## config.mk

```make
export PLATFORM = sky130hd
export DESIGN_NAME = basic_gates_flat
export DESIGN_NICKNAME = d
export VERILOG_FILES = /design/src/rtl/basic_gates_pkg.sv /design/src/rtl/basic_gates_if.sv /design/src/rtl/basic_gates_comb.sv /design/src/rtl/basic_gates.sv /design/src/flat_wrapper.sv
export SDC_FILE = /design/constraint.sdc
export NUM_CORES = 1
export LEC_CHECK = 0
export BUFFER_PORTS_ARGS = -buffer_cell sky130_fd_sc_hd__buf_4
export CAP_MARGIN = 30
export CORE_AREA = 2 2 39 41
export DETAILED_ROUTE_END_ITERATION = 8
export DIE_AREA = 0 0 41 43
export GPL_ROUTABILITY_DRIVEN = 0
export GPL_TIMING_DRIVEN = 1
export SYNTH_ARGS = -nofsm -noshare
export SYNTH_HDL_FRONTEND = slang
export SYNTH_SLANG_ARGS = --single-unit
```

## constraint.sdc

```tcl
create_clock -name clk -period 0.89 [get_ports clk]
set_input_delay 0 -clock clk [delete_from_list [all_inputs] [get_ports clk]]
set_output_delay 0 -clock clk [all_outputs]
set_load 0.005 [all_outputs]
```

## src/rtl/basic_gates_pkg.sv

```systemverilog
// basic_gates_pkg
// Shared definitions for the basic_gates slice: the 3-bit opcode type that
// selects which bitwise function is captured into op_q, and its constants.
package basic_gates_pkg;

  localparam int OPCODE_W = 3;

  typedef enum logic [OPCODE_W-1:0] {
    OP_AND  = 3'd0,
    OP_OR   = 3'd1,
    OP_XOR  = 3'd2,
    OP_NAND = 3'd3,
    OP_NOR  = 3'd4,
    OP_XNOR = 3'd5,
    OP_NOTA = 3'd6,
    OP_PASS = 3'd7
  } opcode_t;

endpackage

```

## src/rtl/basic_gates_if.sv

```systemverilog
// basic_gates_if
// Bundles the operand/control inputs and all results of basic_gates.
//   a, b      operands (WIDTH bits)
//   en        capture enable for op_q/op_vld
//   sel       opcode selecting the registered function
//   a_*_b, not_a  combinational bitwise results
//   op_q      registered selected result, op_vld marks a valid capture
// Modports: master drives operands/controls, slave (the design) drives results.
interface basic_gates_if
  import basic_gates_pkg::*;
#(
  parameter int WIDTH = 1
);

  logic [WIDTH-1:0] a;
  logic [WIDTH-1:0] b;
  logic             en;
  opcode_t          sel;

  logic [WIDTH-1:0] a_and_b;
  logic [WIDTH-1:0] a_or_b;
  logic [WIDTH-1:0] a_xor_b;
  logic [WIDTH-1:0] a_nand_b;
  logic [WIDTH-1:0] a_nor_b;
  logic [WIDTH-1:0] a_xnor_b;
  logic [WIDTH-1:0] not_a;
  logic [WIDTH-1:0] op_q;
  logic             op_vld;

  modport master (
    output a, b, en, sel,
    input  a_and_b, a_or_b, a_xor_b, a_nand_b, a_nor_b, a_xnor_b, not_a,
    input  op_q, op_vld
  );

  modport slave (
    input  a, b, en, sel,
    output a_and_b, a_or_b, a_xor_b, a_nand_b, a_nor_b, a_xnor_b, not_a,
    output op_q, op_vld
  );

endinterface

```

## src/rtl/basic_gates_comb.sv

```systemverilog
// basic_gates_comb
// Purely combinational bitwise functions of a and b; no clock, no reset.
//   a, b      operands (WIDTH bits)
//   a_and_b .. a_xnor_b, not_a   the seven bitwise results
// Built per bit so X/Z on one operand bit only affects that result bit.
module basic_gates_comb #(
  parameter int WIDTH = 1
) (
  input  logic [WIDTH-1:0] a,
  input  logic [WIDTH-1:0] b,
  output logic [WIDTH-1:0] a_and_b,
  output logic [WIDTH-1:0] a_or_b,
  output logic [WIDTH-1:0] a_xor_b,
  output logic [WIDTH-1:0] a_nand_b,
  output logic [WIDTH-1:0] a_nor_b,
  output logic [WIDTH-1:0] a_xnor_b,
  output logic [WIDTH-1:0] not_a
);

  genvar gi;
  generate
    for (gi = 0; gi < WIDTH; gi++) begin : g_bit
      assign a_and_b[gi]  = a[gi] & b[gi];
      assign a_or_b[gi]   = a[gi] | b[gi];
      assign a_xor_b[gi]  = a[gi] ^ b[gi];
      assign a_nand_b[gi] = ~(a[gi] & b[gi]);
      assign a_nor_b[gi]  = ~(a[gi] | b[gi]);
      assign a_xnor_b[gi] = ~(a[gi] ^ b[gi]);
      assign not_a[gi]    = ~a[gi];
    end
  endgenerate

endmodule

```

## src/rtl/basic_gates.sv

```systemverilog
// basic_gates
// Exposes seven combinational bitwise functions of a and b and registers one
// of them (chosen by sel) into op_q on enabled clock edges.
//   clk    rising-edge clock
//   rst_n  synchronous active-low reset; clears op_q/op_vld only
//   bus    basic_gates_if slave: a, b, en, sel in; all results out
// WIDTH must match the WIDTH of the connected interface instance.
module basic_gates
  import basic_gates_pkg::*;
#(
  parameter int WIDTH = 1
) (
  input  logic          clk,
  input  logic          rst_n,
  basic_gates_if.slave  bus
);

  logic [WIDTH-1:0] and_w;
  logic [WIDTH-1:0] or_w;
  logic [WIDTH-1:0] xor_w;
  logic [WIDTH-1:0] nand_w;
  logic [WIDTH-1:0] nor_w;
  logic [WIDTH-1:0] xnor_w;
  logic [WIDTH-1:0] nota_w;

  logic [WIDTH-1:0] op_next;
  logic [WIDTH-1:0] op_q_reg;
  logic             op_vld_reg;

  basic_gates_comb #(.WIDTH(WIDTH)) u_comb (
    .a        (bus.a),
    .b        (bus.b),
    .a_and_b  (and_w),
    .a_or_b   (or_w),
    .a_xor_b  (xor_w),
    .a_nand_b (nand_w),
    .a_nor_b  (nor_w),
    .a_xnor_b (xnor_w),
    .not_a    (nota_w)
  );

  // Opcode mux. All eight codes are decoded; the default only catches an
  // unknown sel in simulation so that it shows up as X rather than a value.
  always_comb begin
    op_next = {WIDTH{1'bx}};
    case (bus.sel)
      OP_AND:  op_next = and_w;
      OP_OR:   op_next = or_w;
      OP_XOR:  op_next = xor_w;
      OP_NAND: op_next = nand_w;
      OP_NOR:  op_next = nor_w;
      OP_XNOR: op_next = xnor_w;
      OP_NOTA: op_next = nota_w;
      OP_PASS: op_next = bus.a;
      default: op_next = {WIDTH{1'bx}};
    endcase
  end

  // Reset wins over en; en=0 holds both op_q and op_vld.
  always_ff @(posedge clk) begin
    if (!rst_n) begin
      op_q_reg   <= '0;
      op_vld_reg <= 1'b0;
    end else if (bus.en) begin
      op_q_reg   <= op_next;
      op_vld_reg <= 1'b1;
    end
  end

  assign bus.a_and_b  = and_w;
  assign bus.a_or_b   = or_w;
  assign bus.a_xor_b  = xor_w;
  assign bus.a_nand_b = nand_w;
  assign bus.a_nor_b  = nor_w;
  assign bus.a_xnor_b = xnor_w;
  assign bus.not_a    = nota_w;
  assign bus.op_q     = op_q_reg;
  assign bus.op_vld   = op_vld_reg;

endmodule

```

## src/flat_wrapper.sv

```systemverilog
// flat-port wrapper written by rule: the top's interface ports become plain ports
module basic_gates_flat import basic_gates_pkg::*;
#(
  parameter int WIDTH = 1
)
  (clk, rst_n, bus_a, bus_b, bus_en, bus_sel, bus_a_and_b, bus_a_or_b, bus_a_xor_b, bus_a_nand_b, bus_a_nor_b, bus_a_xnor_b, bus_not_a, bus_op_q, bus_op_vld);
  basic_gates_if #(.WIDTH(WIDTH)) bus_i ();
  input  logic clk;
  input  logic rst_n;
  input wire logic [$bits(bus_i.a)-1:0] bus_a;
  input wire logic [$bits(bus_i.b)-1:0] bus_b;
  input wire logic [$bits(bus_i.en)-1:0] bus_en;
  input wire logic [$bits(bus_i.sel)-1:0] bus_sel;
  output wire logic [$bits(bus_i.a_and_b)-1:0] bus_a_and_b;
  output wire logic [$bits(bus_i.a_or_b)-1:0] bus_a_or_b;
  output wire logic [$bits(bus_i.a_xor_b)-1:0] bus_a_xor_b;
  output wire logic [$bits(bus_i.a_nand_b)-1:0] bus_a_nand_b;
  output wire logic [$bits(bus_i.a_nor_b)-1:0] bus_a_nor_b;
  output wire logic [$bits(bus_i.a_xnor_b)-1:0] bus_a_xnor_b;
  output wire logic [$bits(bus_i.not_a)-1:0] bus_not_a;
  output wire logic [$bits(bus_i.op_q)-1:0] bus_op_q;
  output wire logic [$bits(bus_i.op_vld)-1:0] bus_op_vld;
  assign bus_i.a = bus_a;
  assign bus_i.b = bus_b;
  assign bus_i.en = bus_en;
  assign bus_i.sel = bus_sel;
  assign bus_a_and_b = bus_i.a_and_b;
  assign bus_a_or_b = bus_i.a_or_b;
  assign bus_a_xor_b = bus_i.a_xor_b;
  assign bus_a_nand_b = bus_i.a_nand_b;
  assign bus_a_nor_b = bus_i.a_nor_b;
  assign bus_a_xnor_b = bus_i.a_xnor_b;
  assign bus_not_a = bus_i.not_a;
  assign bus_op_q = bus_i.op_q;
  assign bus_op_vld = bus_i.op_vld;
  basic_gates #(.WIDTH(WIDTH)) u_core (.clk(clk), .rst_n(rst_n), .bus(bus_i));
endmodule
```

# --- After elaboration in Yosys (flattened, before gate mapping) ---
# Index checks and enable logic that the tools add are counted.
word_totals:
  regBits: 2
  latch_bits: 0
  ram_bits: 0
  rom_bits: 0
  in_bits: 8
  mem_count: 0
classes:
  add_sub_neg: 0
  multipliers: 0
  div: 0
  magnitude_cmp: 0
  n_eq_ne: 7
  n_shift: 0
  muxes: 1
  bitwise: 7
  n_reduce_logical: 1
op_table:
  columns: ["operator", "n"]
  rows:
  - ["$eq 3x3->1 const B", 4]
  - ["$pmux 1 s8", 1]
  - ["$eq 3x2->1 const B", 2]
  - ["$not 1->1", 4]
  - ["$eq 3x1->1 const B", 1]
  - ["$logic_not 3->1", 1]
  - ["$and 1x1->1", 1]
  - ["$or 1x1->1", 1]
  - ["$xor 1x1->1", 1]

# --- Depth between registers and ports, before layout ---
logic_depth:
  word_depth: 3
  ltp_mapped: 6

# --- Modules after synthesis ---
# Synthesis repeated with hierarchy kept, for this count alone.
hier_totals:
  cells_unflattened: 20
  area_unflattened_um2: 197.7
modules_own_cells:
  columns: ["module", "instances", "cells_per_inst", "area_each_um2", "seq_area_each_um2"]
  rows:
  - ["basic_gates", 1, 11, 128.9, 40.0]
  - ["basic_gates_comb", 1, 9, 68.8, 0.0]

# --- Worst setup path before layout ---
# Ideal clock, no wire load.
synth_timing:
  path_kind: "input-to-reg"
  from: "input bus_a"
  to: "register u_core.op_q_reg (netlist: u_core.bus.op_q)"
  setup_time_ps: 91
  arrival_time_ps: 854
  slack_ps: -55
  cell_stages: 6
  path_buffers: 0
  path_cell_list: "inv_1 ha_1 inv_1 nor3_1 a21oi_1 a311oi_1"
synth_via:
  elab_chain_cells: 3
  elab_cells_between_ends: 8
  classes_between: "mux (1); bitwise (7)"
synth_rtl:
  columns: ["element", "line", "source"]
  rows:
  - ["from (decl)", "flat_wrapper.sv:10", "input wire logic [$bits(bus_i.a)-1:0] bus_a;"]
  - ["$xor 1x1->1", "basic_gates_comb.sv:25", "assign a_xor_b[gi] = a[gi] ^ b[gi];"]
  - ["named net bus_a_xor_b", "flat_wrapper.sv:16", "output wire logic [$bits(bus_i.a_xor_b)-1:0] bus_a_xor_b;"]
  - ["$not 1->1", "basic_gates_comb.sv:28", "assign a_xnor_b[gi] = ~(a[gi] ^ b[gi]);"]
  - ["named net bus_a_xnor_b", "flat_wrapper.sv:19", "output wire logic [$bits(bus_i.a_xnor_b)-1:0] bus_a_xnor_b;"]
  - ["$pmux 1 s8", "basic_gates.sv:46", "case (bus.sel)"]
  - ["to (signal assigned)", "basic_gates.sv:65", "op_q_reg <= op_next;"]
  - ["to (decl)", "basic_gates.sv:27", "logic [WIDTH-1:0] op_q_reg;"]
# The timed path passes the listed nets, and every way through them passes these cells.
# A chain may end at the register's enable or synchronous reset.

# --- Worst setup path after layout ---
layout_timing:
  from: "input bus_b"
  to: "register u_core.op_q_reg (netlist: u_core.bus.op_q)"
layout_via:
  elab_chain_cells: 3
  elab_cells_between_ends: 7
  classes_between: "mux (1); bitwise (6)"
layout_rtl:
  columns: ["element", "line", "source"]
  rows:
  - ["from (decl)", "flat_wrapper.sv:11", "input wire logic [$bits(bus_i.b)-1:0] bus_b;"]
  - ["$xor 1x1->1 (tied with other cells)", "basic_gates_comb.sv:25, basic_gates_comb.sv:28", null]
  - ["$not 1->1, on equally long branches", "basic_gates_comb.sv:28, basic_gates_comb.sv:26, basic_gates_comb.sv:27", null]
  - ["$pmux 1 s8 *", "basic_gates.sv:46", null]
# Mark *: on every way between the ends. The rest lies on a longest branch, timed or not.

==> results.cfg <==
[route]
vias_per_cell = 3.79
postRouteWirelength_um = 506
wl_per_cell_um = 7.44
drt_first_pass_iters = 4
num_vias = 258
drc_errors = 0
drtIter0Drc = 1
ant_nets = 0

[timing]
skew_ps = 0
rsz0062_at_grt = no
slew_violations = 0
fmax_mhz = 1220
setup_viol = 0
period_minus_slack_ps = 817
worst_pin_slew_ps = 184
hold_viol = 0
worst_slack_ps = 73.2
period_share_pct = 91.8
maxSlewHeadroom_pct = 87.6

[critical_path]
critPathRequiredTime_ps = 980
crit_path_end_kind = register
worst_r2r_startpoint = u_core.bus.op_q
worstPathArrival_ps = 910
path_class = input pin to register
worst_setup_path_start_kind = input pin
path_max_fanout = 3
crit_start = bus_b

[clock_tree]
cts_max_path_buffers = 2
post-cts-setup-buffers = 0
root_buffer = clkbuf_4
cts_max_level = 1
cts.clk_slew.worst_paths_ps = 30
cts_tree = yes
numCtsBuffers = 3
clk_latency_ps = 220
clkSinkCount = 2

[global_routing]
gr-usage-met2_pct = 10.3
grt_antenna_before_repair = 0
globalRouteMet3Util_pct = 0
grt-ovfl-total = 0
grt_max_degree = 6
track_usage_pct = 7.11
grt_pass1_wl_um = 862
busiest_layer = met2
grt_pass1_vias = 265
use_met1_pct = 8.28

[yosys]
syn-num-nets = 36
yosysSeqAreaShare_pct = 21.8
postSynthAreaPerCell_sq_um = 7.07
synth_cells = 26
synth_cell_types = 16
synth-seq-cells = 2
syn-cell-area_sq_um = 184
ys_warn_count = 0

[worst_hold_path]
min_from = bus_sel[2]
hold_class = input pin to register

[pwr]
irDropWorstVdd_mv = 0.290
p_sw_share_pct = 24.6
switchingPower_w = 0.000115
internal_power_w = 0.000352
power.leakage_nw = 0.218
comb_power_share_pct = 36.6
finalPower_w = 0.000467
pwr-share-clk_pct = 41.8
power.density_nw_per_um2 = 1100
p_seq_share_pct = 21.6

[placed_design]
hpwlAfterDp_um = 423
post-place-ws_ps = -136
io_buffers = 16

[die]
core-area_sq_um = 1380
io_pins = 17
die_w_um = 41
die_area_sq_um = 1760
num_rows = 14
start_util_pct = 13.3
die_y_um = 43

[layout]
areaGrowthSynthToFinish_pct = 131
nNetsFinal = 64
diodes = 0
drive_gt1_share_pct = 57.7

[status]
status = completed

[job]
cap_violations = 0
-- timing repair --
item | in CTS | in global routing
setup endpoints to repair | 0 | 1
hold buffers | 2 | 0
gates resized for setup | 0 | 1
endpoints found under the hold margin | 2 | 0
-- critical path, cell delays in order --
cell and delay [ps]:
buf_4 90, inv_1 50, ha_4 260, inv_2 40, a211o_1 250, a21oi_1 150
a311oi_1 60
-- area by class of cell --
type                       instances  area [sq um]
clock buffer                       3          22.5
fill                             149           960
timing repair buffer              23           178
multi-input combinational         18           141
sequential                         2          40.0
inverter                           6          22.5
tap                               16          20.0
-- cells by family (layout without fill, tap and decap cells) --
family                   Yosys count  in the layout  share of synthesized area (%)
AO/OA/AOI/OAI                      8              8                           27.2
AND/OR/NAND/NOR                    7              7                           20.4
buffers and inverters              6             32                           12.2
adder cells (fa/ha/maj)            2              2                           13.6
flip-flops                         2              2                           21.8
XOR/XNOR                           1              1                           4.76
-- through the flow --
stage	utilization, %	hold slack [ps]	cells	instance area, sq um	TNS, ps
after CTS	30.8	47.5	69	427	0
final	30.7	52.5	68	424	0
after floorplan	-	30.8	26	199	0
after detailed placement	27.8	226	64	384	-136
after global routing	30.7	84.6	68	424	0
after global placement	27.8	211	64	384	-134
-- path summary, 6_finish.rpt --
kind | cells past startpoint | slack (ps) | endpoint
max reg2reg | 2 | 240 | u_core.bus.op_q
min reg2reg | 1 | 470 | u_core.bus.op_vld
min | 3 | 50 | u_core.bus.op_q
max | 7 | 70 | u_core.bus.op_q
-- placed cells by master (no fill, tap or decap) --
master,count
nand2b_1,1
clkbuf_4,3
a21oi_1,2
inv_2,2
dfxtp_1,2
o21ai_1,2
a311oi_1,1
inv_1,4
and2_4,1
o21ai_0,1
nand2_1,2
o21a_1,1
a211o_1,1
nor2_1,1
nor2b_1,1
buf_4,21
nor3_2,1
ha_4,1
xor2_1,1
ha_2,1
dlygate4sd3_1,2
-- cells in the mapped netlist, drive strengths merged --
cell | n | share of area, %
inv | 6 | 12
o21ai | 3 | 8.2
a21oi | 2 | 5.4
dfxtp | 2 | 22
ha | 2 | 14
nand2 | 2 | 4.1
a211o | 1 | 4.8
a311oi | 1 | 4.8
and2 | 1 | 4.8
nand2b | 1 | 3.4
nor2 | 1 | 2.0
nor2b | 1 | 3.4
nor3 | 1 | 2.7
o21a | 1 | 4.1
xor2 | 1 | 4.8
-- power groups by stage --
stage / combinational (W) / sequential (W) / clock, W
after floorplan: 0.0000624 / 0.000103 / 0
after CTS: 0.000174 / 0.000101 / 0.000206
after global placement: 0.000165 / 0.000102 / 0
after global routing: 0.000192 / 0.000102 / 0.000210
after detailed placement: 0.000166 / 0.000102 / 0
final: 0.000171 / 0.000101 / 0.000195
-- per-layer routing --
metal / wire (um) / share of wire (%)
met5: 0 / 0
met4: 0 / 0
met3: 35 / 6.9
met2: 263 / 52
met1: 207 / 41
(Power assumes the default switching activity.)
